==> src/rtl/rs_multi_bank.sv <==
// Multi-bank reservation station: one allocation port, N_CDB wakeup buses, oldest-ready issue per bank.
// Define RS_FLUSH_EN to add the flush_i port, which empties every bank at the next clock edge.
module rs_multi_bank #(
    parameter int N_FU  = 3,
    parameter int DEPTH = 4,
    parameter int TAG_W = 5,
    parameter int XLEN  = 32,
    parameter int N_CDB = 1,
    localparam int FU_W = (N_FU > 1) ? $clog2(N_FU) : 1
) (
    input  logic                    clk_i,
    input  logic                    reset_ni,
`ifdef RS_FLUSH_EN
    input  logic                    flush_i,
`endif
    input  logic                    alloc_valid_i,
    input  logic [FU_W-1:0]         alloc_fu_i,
    output logic                    alloc_ready_o,
    input  logic [XLEN-1:0]         pc_i,
    input  logic [XLEN-1:0]         inst_i,
    input  logic [TAG_W-1:0]        prs1_addr_i,
    input  logic [TAG_W-1:0]        prs2_addr_i,
    input  logic [TAG_W-1:0]        prd_addr_i,
    input  logic                    prs1_valid_i,
    input  logic                    prs2_valid_i,
    input  logic [N_CDB-1:0]        cdb_en_i,
    input  logic [N_CDB*TAG_W-1:0]  cdb_tag_i,
    output logic [N_FU-1:0]         fu_free_o,
    output logic [N_FU-1:0]         issue_valid_o,
    input  logic [N_FU-1:0]         issue_ready_i,
    output logic [N_FU*XLEN-1:0]    issue_pc_o,
    output logic [N_FU*XLEN-1:0]    issue_inst_o,
    output logic [N_FU*TAG_W-1:0]   issue_prs1_addr_o,
    output logic [N_FU*TAG_W-1:0]   issue_prs2_addr_o,
    output logic [N_FU*TAG_W-1:0]   issue_prd_addr_o
);

    localparam int IDX_W = (DEPTH > 1) ? $clog2(DEPTH) : 1;

    function automatic logic cdb_hit(
        input logic [TAG_W-1:0]       tag,
        input logic [N_CDB-1:0]       en,
        input logic [N_CDB*TAG_W-1:0] tags
    );
        logic hit;
        hit = 1'b0;
        for (int k = 0; k < N_CDB; k++) begin
            if (en[k] && (tags[k*TAG_W +: TAG_W] == tag)) begin
                hit = 1'b1;
            end
        end
        return hit;
    endfunction

    logic            flush;
    logic            alloc_legal;
    logic            alloc_fire;
    logic            alloc_rdy1;
    logic            alloc_rdy2;
    logic [N_FU-1:0] full;

`ifdef RS_FLUSH_EN
    assign flush = flush_i;
`else
    assign flush = 1'b0;
`endif

    // Occupancy is taken from registered state only, so a same-cycle issue never frees a slot.
    assign alloc_legal = ({1'b0, alloc_fu_i} < (FU_W+1)'(N_FU));

    always_comb begin
        alloc_ready_o = 1'b0;
        for (int b = 0; b < N_FU; b++) begin
            if (alloc_legal && (alloc_fu_i == FU_W'(b))) begin
                alloc_ready_o = ~full[b];
            end
        end
    end

    assign fu_free_o  = ~full;
    assign alloc_fire = alloc_valid_i & alloc_ready_o;
    assign alloc_rdy1 = prs1_valid_i | cdb_hit(prs1_addr_i, cdb_en_i, cdb_tag_i);
    assign alloc_rdy2 = prs2_valid_i | cdb_hit(prs2_addr_i, cdb_en_i, cdb_tag_i);

    generate
        for (genvar gi = 0; gi < N_FU; gi++) begin : g_bank
            logic [DEPTH-1:0] valid_reg, valid_next;
            logic [DEPTH-1:0] rdy1_reg, rdy1_next;
            logic [DEPTH-1:0] rdy2_reg, rdy2_next;
            // age_reg[i][j] set means entry i is older than entry j
            logic [DEPTH-1:0] age_reg  [DEPTH];
            logic [DEPTH-1:0] age_next [DEPTH];

            logic [XLEN-1:0]  pc_mem   [DEPTH];
            logic [XLEN-1:0]  inst_mem [DEPTH];
            logic [TAG_W-1:0] prs1_mem [DEPTH];
            logic [TAG_W-1:0] prs2_mem [DEPTH];
            logic [TAG_W-1:0] prd_mem  [DEPTH];

            logic [DEPTH-1:0] hit1, hit2;
            logic [DEPTH-1:0] ready_vec;
            logic [DEPTH-1:0] oldest;
            logic [IDX_W-1:0] free_idx;
            logic             bank_alloc;
            logic             issue_fire;

            logic [XLEN-1:0]  sel_pc, sel_inst;
            logic [TAG_W-1:0] sel_prs1, sel_prs2, sel_prd;

            assign full[gi]           = &valid_reg;
            assign bank_alloc         = alloc_fire & (alloc_fu_i == FU_W'(gi)) & ~flush;
            assign ready_vec          = valid_reg & rdy1_reg & rdy2_reg;
            assign issue_valid_o[gi]  = |ready_vec;
            assign issue_fire         = issue_valid_o[gi] & issue_ready_i[gi] & ~flush;

            always_comb begin
                hit1 = '0;
                hit2 = '0;
                for (int i = 0; i < DEPTH; i++) begin
                    hit1[i] = cdb_hit(prs1_mem[i], cdb_en_i, cdb_tag_i);
                    hit2[i] = cdb_hit(prs2_mem[i], cdb_en_i, cdb_tag_i);
                end
            end

            // Lowest-index free slot wins
            always_comb begin
                free_idx = '0;
                for (int i = DEPTH - 1; i >= 0; i--) begin
                    if (!valid_reg[i]) begin
                        free_idx = IDX_W'(i);
                    end
                end
            end

            always_comb begin
                oldest = '0;
                for (int i = 0; i < DEPTH; i++) begin
                    oldest[i] = ready_vec[i];
                    for (int j = 0; j < DEPTH; j++) begin
                        if ((j != i) && ready_vec[j] && !age_reg[i][j]) begin
                            oldest[i] = 1'b0;
                        end
                    end
                end
            end

            always_comb begin
                sel_pc   = '0;
                sel_inst = '0;
                sel_prs1 = '0;
                sel_prs2 = '0;
                sel_prd  = '0;
                for (int i = 0; i < DEPTH; i++) begin
                    if (oldest[i]) begin
                        sel_pc   = pc_mem[i];
                        sel_inst = inst_mem[i];
                        sel_prs1 = prs1_mem[i];
                        sel_prs2 = prs2_mem[i];
                        sel_prd  = prd_mem[i];
                    end
                end
            end

            always_comb begin
                valid_next = valid_reg;
                rdy1_next  = rdy1_reg | (valid_reg & hit1);
                rdy2_next  = rdy2_reg | (valid_reg & hit2);
                age_next   = age_reg;
                if (issue_fire) begin
                    valid_next = valid_next & ~oldest;
                end
                if (bank_alloc) begin
                    valid_next[free_idx] = 1'b1;
                    rdy1_next[free_idx]  = alloc_rdy1;
                    rdy2_next[free_idx]  = alloc_rdy2;
                    // New entry is younger than every entry currently held
                    age_next[free_idx]   = '0;
                    for (int j = 0; j < DEPTH; j++) begin
                        age_next[j][free_idx] = valid_reg[j];
                    end
                end
                if (flush) begin
                    valid_next = '0;
                    for (int i = 0; i < DEPTH; i++) begin
                        age_next[i] = '0;
                    end
                end
            end

            always_ff @(posedge clk_i or negedge reset_ni) begin
                if (!reset_ni) begin
                    valid_reg <= '0;
                    rdy1_reg  <= '0;
                    rdy2_reg  <= '0;
                    for (int i = 0; i < DEPTH; i++) begin
                        age_reg[i] <= '0;
                    end
                end else begin
                    valid_reg <= valid_next;
                    rdy1_reg  <= rdy1_next;
                    rdy2_reg  <= rdy2_next;
                    age_reg   <= age_next;
                end
            end

            // Payload is only observed behind valid, so it needs no reset
            always_ff @(posedge clk_i) begin
                if (bank_alloc) begin
                    pc_mem[free_idx]   <= pc_i;
                    inst_mem[free_idx] <= inst_i;
                    prs1_mem[free_idx] <= prs1_addr_i;
                    prs2_mem[free_idx] <= prs2_addr_i;
                    prd_mem[free_idx]  <= prd_addr_i;
                end
            end

            assign issue_pc_o[gi*XLEN +: XLEN]          = sel_pc;
            assign issue_inst_o[gi*XLEN +: XLEN]        = sel_inst;
            assign issue_prs1_addr_o[gi*TAG_W +: TAG_W] = sel_prs1;
            assign issue_prs2_addr_o[gi*TAG_W +: TAG_W] = sel_prs2;
            assign issue_prd_addr_o[gi*TAG_W +: TAG_W]  = sel_prd;
        end
    endgenerate

endmodule

==> config.mk <==
export PLATFORM = sky130hd
export DESIGN_NAME = rs_multi_bank
export DESIGN_NICKNAME = d
export VERILOG_FILES = /design/src/rtl/rs_multi_bank.sv
export SDC_FILE = /design/constraint.sdc
export NUM_CORES = 1
export LEC_CHECK = 0
export CAP_MARGIN = 20
export CORE_AREA = 3 3 279 281
export DETAILED_ROUTE_END_ITERATION = 8
export DIE_AREA = 0 0 282 284
export GPL_TIMING_DRIVEN = 1
export PLACE_DENSITY = 0.72
export SLEW_MARGIN = 40
export SYNTH_ARGS = -nofsm -noshare
export SYNTH_HDL_FRONTEND = slang
export SYNTH_SLANG_ARGS = --single-unit
==> constraint.sdc <==
create_clock -name clk_i -period 7.3 [get_ports clk_i]
set_input_delay 1.46 -clock clk_i [delete_from_list [all_inputs] [get_ports clk_i]]
set_output_delay 1.46 -clock clk_i [all_outputs]
set_load 0.01 [all_outputs]
Yosys cells after proc, flatten, opt, wreduce, memory -nomap -nowiden
Memory sizes are Yosys's and may differ from the RTL's.
Cells that the tools add are included.
{"block": "word_totals", "reg_bits": 84, "ram_bits": 948, "inputBits": 95, "out_inout_bits": 244, "word_cells": 425, "memories": 15}
{"memory": "g_bank[0].inst_mem", "depth": 4, "width": 32, "read_ports": 4, "rd_ports_with_merged_regs": 0, "write_ports": 1, "line": "95", "source": "logic [XLEN-1:0] inst_mem [DEPTH];"}
{"memory": "g_bank[0].pc_mem", "depth": 4, "width": 32, "read_ports": 4, "rd_ports_with_merged_regs": 0, "write_ports": 1, "line": "94", "source": "logic [XLEN-1:0] pc_mem [DEPTH];"}
{"memory": "g_bank[1].inst_mem", "depth": 4, "width": 32, "read_ports": 4, "rd_ports_with_merged_regs": 0, "write_ports": 1, "line": "95"}
{"memory": "g_bank[1].pc_mem", "depth": 4, "width": 32, "read_ports": 4, "rd_ports_with_merged_regs": 0, "write_ports": 1, "line": "94"}
{"memory": "g_bank[2].inst_mem", "depth": 4, "width": 32, "read_ports": 4, "rd_ports_with_merged_regs": 0, "write_ports": 1, "line": "95"}
{"memory": "g_bank[2].pc_mem", "depth": 4, "width": 32, "read_ports": 4, "rd_ports_with_merged_regs": 0, "write_ports": 1, "line": "94"}
{"memory": "+9 memories"}
{"block": "op_classes", "magnitude_cmp": 13, "eq_ne": 28, "mux": 185, "bitwise": 49, "n_reduce_logical": 114}
{"operator": "$mux W32", "count": 24}
{"operator": "$mux W5", "count": 36}
{"operator": "$eq A5 B5 Y1", "count": 26}
{"operator": "$mux W1", "count": 74}
{"operator": "$bwmux W4", "count": 18}
{"operator": "$logic_and A1 B1 Y1", "count": 71}
{"operator": "$and A4 B4 Y4", "count": 15}
{"operator": "$mux W4", "count": 15}
{"operator": "$and A16 B16 Y16", "count": 3}
{"operator": "$not A16 Y16", "count": 3}
{"operator": "$logic_not A1 Y1", "count": 36}
{"operator": "$or A4 B4 Y4", "count": 9}
{"operator": "$demux W4 S2", "count": 3}
{"operator": "$mux W2", "count": 12}
{"operator": "$not A4 Y4", "count": 3}
{"operator": "$reduce_and A4 Y1", "count": 3}
{"operator": "$reduce_or A4 Y1", "count": 3}
{"operator": "$ge A3 B3 Y1 const B", "count": 3}
{"operator": "$lt A2 B3 Y1 const B", "count": 3}
{"operator": "$lt A3 B1 Y1 const B", "count": 3}
{"operator": "$not A2 Y3", "count": 3}
{"operator": "$and A1 B1 Y1", "count": 7}
{"operator": "$demux W1 S2", "count": 3}
{"operator": "$ge A2 B1 Y1 const B", "count": 3}
{"operator": "other kinds (7)", "count": 10}

Logic depth before layout (Yosys ltp)
Gate-level depths: netlist of run 1.
{"block": "depth", "ltp_word": 12, "mapped_depth": 9, "mapped_depth_nobuf": 5}

Worst setup path after synthesis of run 1
No wires, ideal clock.
{"block": "synth_path", "path_type": "input to register", "startpoint": "input alloc_fu_i[0]", "endpoint": "register g_bank[0].rdy1_reg[3]", "setup_time_ns": 0.382, "arrival_ns": 7.982, "slack_ns": -1.064, "path_stages": 4, "n_path_buf": 0, "path_cell_list": "nor3b_1 nand2_1 nor3_1 a21oi_1"}
{"block": "synth_between", "elab_chain_cells": 8}
{"item": "start: declaration", "line": "17", "source": "input logic [FU_W-1:0] alloc_fu_i,"}
{"item": "$lt A2 B2 Y1 / $logic_not A2 Y1 (equally long branches)", "line": "69, 74, 111"}
{"item": "$logic_and A1 B1 Y1", "line": "74", "source": "if (alloc_legal && (alloc_fu_i == FU_W'(b))) begin"}
{"item": "$mux W1 (3 in a row)", "line": "74"}
{"item": "$and A1 B1 Y1", "line": "81", "source": "assign alloc_fire = alloc_valid_i & alloc_ready_o;"}
{"item": "$and A1 B1 Y1 (*)", "line": "111", "source": "assign bank_alloc = alloc_fire & (alloc_fu_i == FU_W'(gi)) & ~flush;"}
{"item": "$mux W4 (*)", "line": "172", "source": "if (bank_alloc) begin"}
{"item": "via g_bank[0].rdy1_next[3]", "line": "88", "source": "logic [DEPTH-1:0] rdy1_reg, rdy1_next;"}
{"item": "end signal: assignment", "line": "200", "source": "rdy1_reg <= rdy1_next;"}
{"item": "end: declaration", "line": "88"}
Mark *: on every way through the listed nets, which the timed path passes. The rest lies on a longest branch.
A chain may end at the register's enable or synchronous reset.

Final worst setup path of run 1
{"block": "layout_path", "startpoint": "register g_bank[2].valid_reg[0]", "endpoint": "output issue_pc_o[78]"}
{"block": "layout_between", "elab_chain_cells": 9}
{"item": "start: declaration", "line": "87", "source": "logic [DEPTH-1:0] valid_reg, valid_next;"}
{"item": "start signal: assignment", "line": "199", "source": "valid_reg <= valid_next;"}
{"item": "$and A4 B4 Y4 (*) (2 in a row)", "line": "112", "source": "assign ready_vec = valid_reg & rdy1_reg & rdy2_reg;"}
{"item": "$mux W1 / $logic_and A1 B1 Y1 (equally long branches)", "line": "140", "source": "if ((j != i) && ready_vec[j] && !age_reg[i][j]) begin"}
{"item": "$mux W1 (2 in a row)", "line": "140"}
{"item": "$mux W32 / $mux W1 (equally long branches)", "line": "154, 140"}
{"item": "$mux W32 (2 in a row)", "line": "154", "source": "if (oldest[i]) begin"}
{"item": "$mux W32 (*)", "line": "154"}
{"item": "end: declaration", "line": "31", "source": "output logic [N_FU*XLEN-1:0] issue_pc_o,"}
Mark *: on every way between the ends. The rest lies on a longest branch, timed or not.

==> results of run 1 <==
layout make-up:
cell class | instances | area share
Sequential cell | 1020 | 0.6417
Antenna cell | 3 | 0.0001592
Inverter | 6 | 0.0004775
Clock inverter | 57 | 0.01220
Tap cell | 978 | 0.02594
Timing Repair Buffer | 399 | 0.08605
Multi-Input combinational cell | 1384 | 0.1787
Clock buffer | 125 | 0.05480
cells by family (layout without fill, tap and decap cells):
family                    after synthesis  count (layout)  synth area share
DFF                                  1020            1020            0.7710
AOI/OAI and AO/OA                     805             805            0.1283
and+or+nand+nor                       448             448           0.05195
buffers and inverters                 187             587           0.01950
xor gates and xnor gates              130             130           0.02900
muxes                                   1               1         0.0002550
other                                   0               3                 0
Yosys cell counts (7+ instances only):
| cell type | n |
|---|---|
| a311oi_1 | 16 |
| nor2_1 | 81 |
| edfxtp_1 | 948 |
| nand2_1 | 253 |
| nor4_1 | 19 |
| o21ai_0 | 455 |
| nand4_1 | 14 |
| dfrtp_1 | 72 |
| nor3_1 | 22 |
| xor2_1 | 80 |
| a221oi_1 | 237 |
| xnor2_1 | 50 |
| buf_2 | 36 |
| o21ai_1 | 31 |
| nand4b_1 | 7 |
| nand3_1 | 13 |
| and2_1 | 8 |
| a21oi_1 | 44 |
| clkbuf_1 | 134 |
through the flow:
step | cells | worst slack (ns) | util | hold WS, ns | cell area, sq um
floorplan | 2591 | 1.106 | - | 0.4505 | 39280
finish | 3972 | 1.587 | 0.6231 | 0.4933 | 47170
global route | 3971 | 1.451 | 0.6231 | 0.5221 | 47170
global placement | 3778 | 2.165 | 0.5784 | 0.4794 | 43790
detailed placement | 3785 | 2.311 | 0.5806 | 0.4774 | 43950
CTS | 3967 | 1.566 | 0.6223 | 0.4967 | 47110
layout by cell type, fill, tap and decap left out, drive strengths merged, types with 4 or more instances in the layout:
cell           synthesis  layout
dfrtp                 72      72
nor3                  22      22
nand4                 14      14
or4                    6       6
nand3                 15      15
xor2                  80      80
bufinv                 0       8
a311oi                16      16
a21o                   6       6
and2                   8       8
clkdlybuf4s50          0     336
nand4b                 7       7
edfxtp               948     948
nor2                  81      81
a31oi                  4       4
a221oi               237     237
xnor2                 50      50
buf                   46      62
clkbuf               135     126
nand2b                 6       6
a21oi                 44      44
o21ai                486     486
clkinv                 0      43
nor4                  27      27
nand2                253     253
inv                    6      10
routing by layer:
metal  global-route usage  part of all wire  vias up
met4               0.1065             0.032        6
met2               0.4575              0.49     1594
met3              0.05529              0.10      206
met5                    0           0.00040        -
met1               0.3870              0.38    12839
li1                     -                 -    10806
how the worst max path moves through the flow:
stage / slack (ns) / depth (start not counted) / end / start
after floorplan: 1.11 / 4 / g_bank[0].age_reg[15] / alloc_fu_i[0]
after global placement: 2.17 / 6 / issue_pc_o[78] / g_bank[2].valid_reg[0]
after detailed placement: 2.31 / 7 / issue_pc_o[78] / g_bank[2].valid_reg[3]
after CTS: 1.57 / 7 / issue_pc_o[78] / g_bank[2].valid_reg[3]
after global routing: 1.45 / 7 / issue_pc_o[16] / g_bank[0].valid_reg[3]
final: 1.59 / 8 / issue_pc_o[78] / g_bank[2].valid_reg[0]
report_power, final:
part / total [W] / leakage (nW) / switching (W) / internal (W)
clock network: 0.00499 / 1.55 / 0.00218 / 0.00281
logic: 0.00809 / 4.01 / 0.00464 / 0.00345
registers: 0.00717 / 9.42 / 0.000302 / 0.00687
total: 0.0202 / 15.0 / 0.00713 / 0.0131
==> summary.txt, run 1 <==
Floorplan
  • Starting Density: 0.5187
  • Die height: 284 um
  • Core area: 75700 sq um
  • Die ar.: 80090 sq um
  • Die X: 282 um
  • # IOs: 339
  • FP Rows: 101

Clock tree
  • Post-CTS resize count: 0
  • H-tree depth: 3
  • Reg clk slew, reported paths: 0.06 ns
  • Postcts setup bufs: 0
  • Root buf cell: clkbuf_16
  • CTS sink count: 1020
  • CTS tree: yes
  • Clk_lat worst skew: 0.68 ns
  • CTS hold repair buffers: 0
  • CTS Buf Count: 98
  • CTS Buffer Depth: 3

Setup path
  • Top delay family on crit path: simple AND/OR/NAND/NOR gates
  • Setup CP Type: reg2out
  • Crit-path cells: nand3_1, nor2_1, or4_4, buf_16, buf_12, o21ai_0, o21ai_0, clkdlybuf4s50_1
  • Crit-path max FO: 38
  • Flop-to-flop setup slack: 3.72 ns
  • Critical path's slowest cell: dfrtp_1
  • Critical path launch point type: flip-flop
  • FF-to-FF path depth: 4
  • Data required, critical path: 5.84 ns
  • Reg-to-reg endpoint: g_bank[2].pc_mem[3][11]
  • Max incr delay on CP: 0.68 ns
  • Most frequent CP cell: o21ai_0
  • Worst path bufs/invs: 3
  • Worst reg2reg path startpoint: g_bank[2].valid_reg[0]
  • Critical path arrival: 4.25 ns
  • Crit end category: output port

Final layout
  • Syn-to-layout area delta: 20.14%
  • Fin nets: 3004
  • Largest regs: g_bank.inst_mem: 384 flops, g_bank.pc_mem: 384 flops
  • Register area: 30270 sq um
  • Multi-input logic area: 8427 sq um
  • Layout cell share with drive strength beyond 1: 0.08024
  • FILL cells: 5298

STA
  • Minimum clock period: 5.713 ns
  • Final hold viol count: 0
  • Worst Skew: 0.04106 ns
  • Fmax: 175.0 MHz
  • Final TNS setup: 0 ns
  • RSZ-0062 raised after global routing: no
  • Final setup violating endpoints: 0
  • Relative slew slack: 0.4077
  • Final period util: 0.7826
  • Slew at the pin closest to its max-slew limit: 0.8856 ns
  • Slew Limit Fails: 0

Logic synthesis
  • Async set-reset flop share out of synthesis: 0.07059
  • Post-Syn Area: 39260 sq um
  • Post-Syn Instances: 2591
  • Post-synth top area share: 0.7251
  • EDFF count, synth: 948
  • Synth warn: 0
  • Average size of a mapped cell: 15.15 sq um
  • Library cells used by synthesis: 43
  • Cell taking the most area after synthesis: edfxtp_1
  • Synth top area cells: edfxtp_1, o21ai_0, a221oi_1
  • Post-synthesis sequential area ratio: 0.7710
  • Syn_nets: 2686
  • Ys flop type: edfxtp_1
  • Register bit total from synthesis: 1020

Global route
  • Largest net degree at the start of global routing: 81
  • Global route total overflow: 0
  • First-pass GRT wire length: 167700 um
  • GRT Util Overall: 0.2843
  • Vias in the first global route: 25.17k
  • Initial antenna violation count: 6

Power
  • Cell area power density: 429.2 nW/um^2
  • VDD IR-drop max: 298.9 uV
  • Tot Pwr: 0.02025 W
  • Pleak: 14.98 nW

Worst hold path
  • Hold wc startpoint: g_bank[2].age_reg[15]
  • HP Class: reg2reg
  • Worst Hold Path EP: g_bank[2].age_reg[15]
  • Hold Crit Depth: 1

Placed design
  • Port Buffers: 338
  • Placer Congestion: 0.8691
  • Detailed placement HPWL: 67570 um

Routing
  • Routed WL per cell: 28.79 um
  • Routed Antenna Nets: 0
  • Drc violations: 0
  • Drt total wl: 114400 um
  • Drt via density: 6.408
  • TritonRoute pass-1 iters: 6
  • Routed via count: 25.45k
  • Drt initial violations: 3404

Outcome
  • Status: finished clean

Job
  • Max_cap viols: 0
No activity file was read; power rests on OpenSTA's default activity.
==> run 2, diff against run 1 <==
--- a/config.mk
+++ b/config.mk
@@ -6,11 +6,11 @@
 export NUM_CORES = 1
 export LEC_CHECK = 0
 export CAP_MARGIN = 20
-export CORE_AREA = 3 3 279 281
+export CORE_AREA = 3 3 269 271
 export DETAILED_ROUTE_END_ITERATION = 8
-export DIE_AREA = 0 0 282 284
+export DIE_AREA = 0 0 272 274
 export GPL_TIMING_DRIVEN = 1
-export PLACE_DENSITY = 0.72
+export PLACE_DENSITY = 0.74
 export SLEW_MARGIN = 40
 export SYNTH_ARGS = -nofsm -noshare
 export SYNTH_HDL_FRONTEND = slang
==> constraint.sdc (replaced) <==
create_clock -name clk_i -period 5.45 [get_ports clk_i]
set_input_delay 1.09 -clock clk_i [delete_from_list [all_inputs] [get_ports clk_i]]
set_output_delay 1.09 -clock clk_i [all_outputs]
set_load 0.01 [all_outputs]
==> summary.txt, run 2 (synthesis gave the netlist of run 1 again) <==
Routing
  • Met3 routed WL: 11590 um (-1.9%)
  • Routed via count: 25.44k (-0.035%)
  • M1 WL: 41930 um (-3.1%)
  • Drt total wl: 111500 um (-2.5%)
  • Drc violations: 0 (unchanged)
  • TritonRoute pass-1 iters: 5 (-1)
  • Top sig layer: met5
  • Met2 wire length: 54080 um (-2.7%)
  • Drt initial violations: 3489 (+2.5%)
  • Drt via density: 6.441 (+0.52%)
  • Routed Antenna Nets: 0 (unchanged)
  • Routed WL per cell: 28.23 um (-2.0%)

Placed design
  • Post-DP Area: 44030 sq um (+0.19%)
  • Placer Congestion: 0.9141 (+5.2%)
  • Detailed placement HPWL: 67020 um (-0.82%)
  • Port Buffers: 338 (unchanged)

Floorplan
  • FP Rows: 97 (-4.0%)
  • Starting Density: 0.5606 (+0.04198)
  • Die X: 272 um (-3.5%)
  • # IOs: 339 (unchanged)
  • Die ar.: 74530 sq um (-6.9%)
  • Core area: 70030 sq um (-7.5%)
  • Die height: 274 um (-3.5%)

Final layout
  • FILL cells: 4630 (-13%)
  • Fin nets: 3017 (+0.43%)
  • Register area: 30270 sq um (unchanged)
  • Post-route cell area: 47260 sq um (+0.18%)
  • Layout cell share with drive strength beyond 1: 0.08782 (+0.007584)
  • Largest regs: g_bank.inst_mem: 384 flops, g_bank.pc_mem: 384 flops
  • Most common cell after layout, fill and taps aside: edfxtp_1
  • Syn-to-layout area delta: 20.36%
  • Multi-input logic area: 8439 sq um (+0.15%)
  • Commonest non-fill, non-tap cells in the layout: edfxtp_1, o21ai_0, clkdlybuf4s50_1

STA
  • Final period util: 0.9709
  • Slew Limit Fails: 0 (unchanged)
  • Relative slew slack: 0.4325 (+0.02475)
  • RSZ-0062 raised after global routing: no
  • Worst Skew: 0.02378 ns (-0.01728 ns)
  • Final setup violating endpoints: 0 (unchanged)
  • Minimum clock period: 5.292 ns
  • Fmax: 189.0 MHz
  • Slew at the pin closest to its max-slew limit: 0.8486 ns (-0.03701 ns)
  • Final hold viol count: 0 (unchanged)

Setup path
  • Critical path's slowest cell: clkdlybuf4s50_1
  • Crit. Startpoint: g_bank[2].valid_reg[3]
  • Data required, critical path: 4.36 ns (-1.48 ns)
  • Critical path launch point type: flip-flop
  • Worst reg2reg path startpoint: g_bank[0].valid_reg[0]
  • Crit end category: output port
  • Setup CP Type: reg2out
  • Crit-path cells: nand3_2, o2111a_4, nor4_4, buf_4, a221oi_1, o21ai_0, clkdlybuf4s50_1
  • Worst path bufs/invs: 2 (-1)
  • Max incr delay on CP: 0.69 ns (about the same)
  • Critical path arrival: 4.20 ns (-0.05 ns)
  • FF-to-FF path depth: 6 (+2)
  • Crit-path max FO: 33 (-13%)
  • Top delay family on crit path: compound AO/OA/AOI/OAI gates
  • Cell depth of the worst setup path: 7 (-1)

Power
  • VDD IR-drop max: 488.3 uV (+63%)
  • Cell area power density: 575.0 nW/um^2 (+34%)
  • Pleak: 15.03 nW (+0.36%)
  • Tot Pwr: 0.02717 W (+34%)

Global route
  • Global route total overflow: 0 (unchanged)
  • First-pass GRT wire length: 164900 um (-1.7%)
  • Largest net degree at the start of global routing: 89 (+9.9%)
  • Vias in the first global route: 25.27k (+0.40%)
  • GRT Util Overall: 0.2978 (+0.01353)
  • Initial antenna violation count: 13 (+7)

Clock tree
  • Root buf cell: clkbuf_16
  • CTS sink count: 1020 (unchanged)
  • H-tree depth: 3 (unchanged)
  • Postcts setup bufs: 0 (unchanged)
  • CTS tree: yes
  • CTS hold repair buffers: 0 (unchanged)
  • CTS Buffer Depth: 3 (unchanged)
  • Reg clk slew, reported paths: 0.06 ns (about the same)
  • CTS Buf Count: 99 (+1.0%)
  • Clk_lat worst skew: 0.67 ns (about the same)

Worst hold path
  • Hold Crit Depth: 2 (+1)
  • HP Class: reg2reg
  • Hold wc startpoint: g_bank[2].age_reg[7]

Outcome
  • Status: finished clean

Job
  • Max_cap viols: 0 (unchanged)
## run 2: cell types whose count changed in the layout (fill, tap and decap cells not counted), moves of 4 or more
cell        before  now
clkinv_2        23   28
clkinvlp_4       2    8
buf_12          10   14
buf_4           42   51
buf_16           4    0
clkbuf_1        25   15
## run 2: timing repair
item                       in CTS  in global routing
setup endpoints to repair       0                  5
hold endpoints to repair        0                  0
gates resized for setup         0                  2
## run 2: worst paths after layout
kind | to | slack (ns)
worst max-delay path | issue_inst_o[89] | 0.16
worst min-delay path | g_bank[2].age_reg[7] | 0.50
worst max register to register | g_bank[0].valid_reg[2] | 2.73
worst min register to register | g_bank[2].age_reg[7] | 0.50
max in group asynchronous | g_bank[0].rdy1_reg[2] | 4.39
min in group asynchronous | g_bank[1].rdy1_reg[1] | 0.54
## run 2: through the flow
stage / hold WS (ns) / setup slack (ns) / instances / setup TNS [ns] / util
2_1_floorplan: 0.4505 / -0.003876 / 2591 / -0.2214 / -
3_3_place_gp: 0.4837 / 0.8085 / 3757 / 0 / 0.6278
3_5_place_dp: 0.4859 / 0.8170 / 3761 / 0 / 0.6288
4_1_cts: 0.4987 / 0.1029 / 3946 / 0 / 0.6744
5_1_grt: 0.5277 / 0.05922 / 3947 / 0 / 0.6747
6_report: 0.4951 / 0.1583 / 3950 / 0 / 0.6748
## run 2: area by class of cell
type	instances	area share
clock buffers	118	0.05502
clock inverters	67	0.01268
well taps	940	0.02489
diodes	4	0.0002118
multi-input cells	1384	0.1786
inverters	6	0.0004766
flip-flops and latches	1020	0.6405
repair buffers	411	0.08759
## run 2: layer usage
layer,global-route usage,up-vias
met5,0,-
met4,0.1075,4
met3,0.06274,250
met2,0.4827,1552
met1,0.4037,12783
li1,-,10853
## run 2: worst register-to-register path: stages, from the launching register on
cell,delay [ns]
dfrtp_1,0.56
nand3_1,0.35
nor2_1,0.31
or4_4,0.66
buf_4,0.47
o21ai_0,0.17
o21ai_0,0.12
## run 2: power breakdown
| group | internal (W) | total [W] | leakage (nW) | switching, W |
|---|---|---|---|---|
| Combinational | 0.00467 | 0.0109 | 4.04 | 0.00623 |
| Clock | 0.00381 | 0.00671 | 1.57 | 0.00290 |
| Sequential | 0.00919 | 0.00956 | 9.42 | 0.000366 |
| Total | 0.0177 | 0.0272 | 15.0 | 0.00950 |
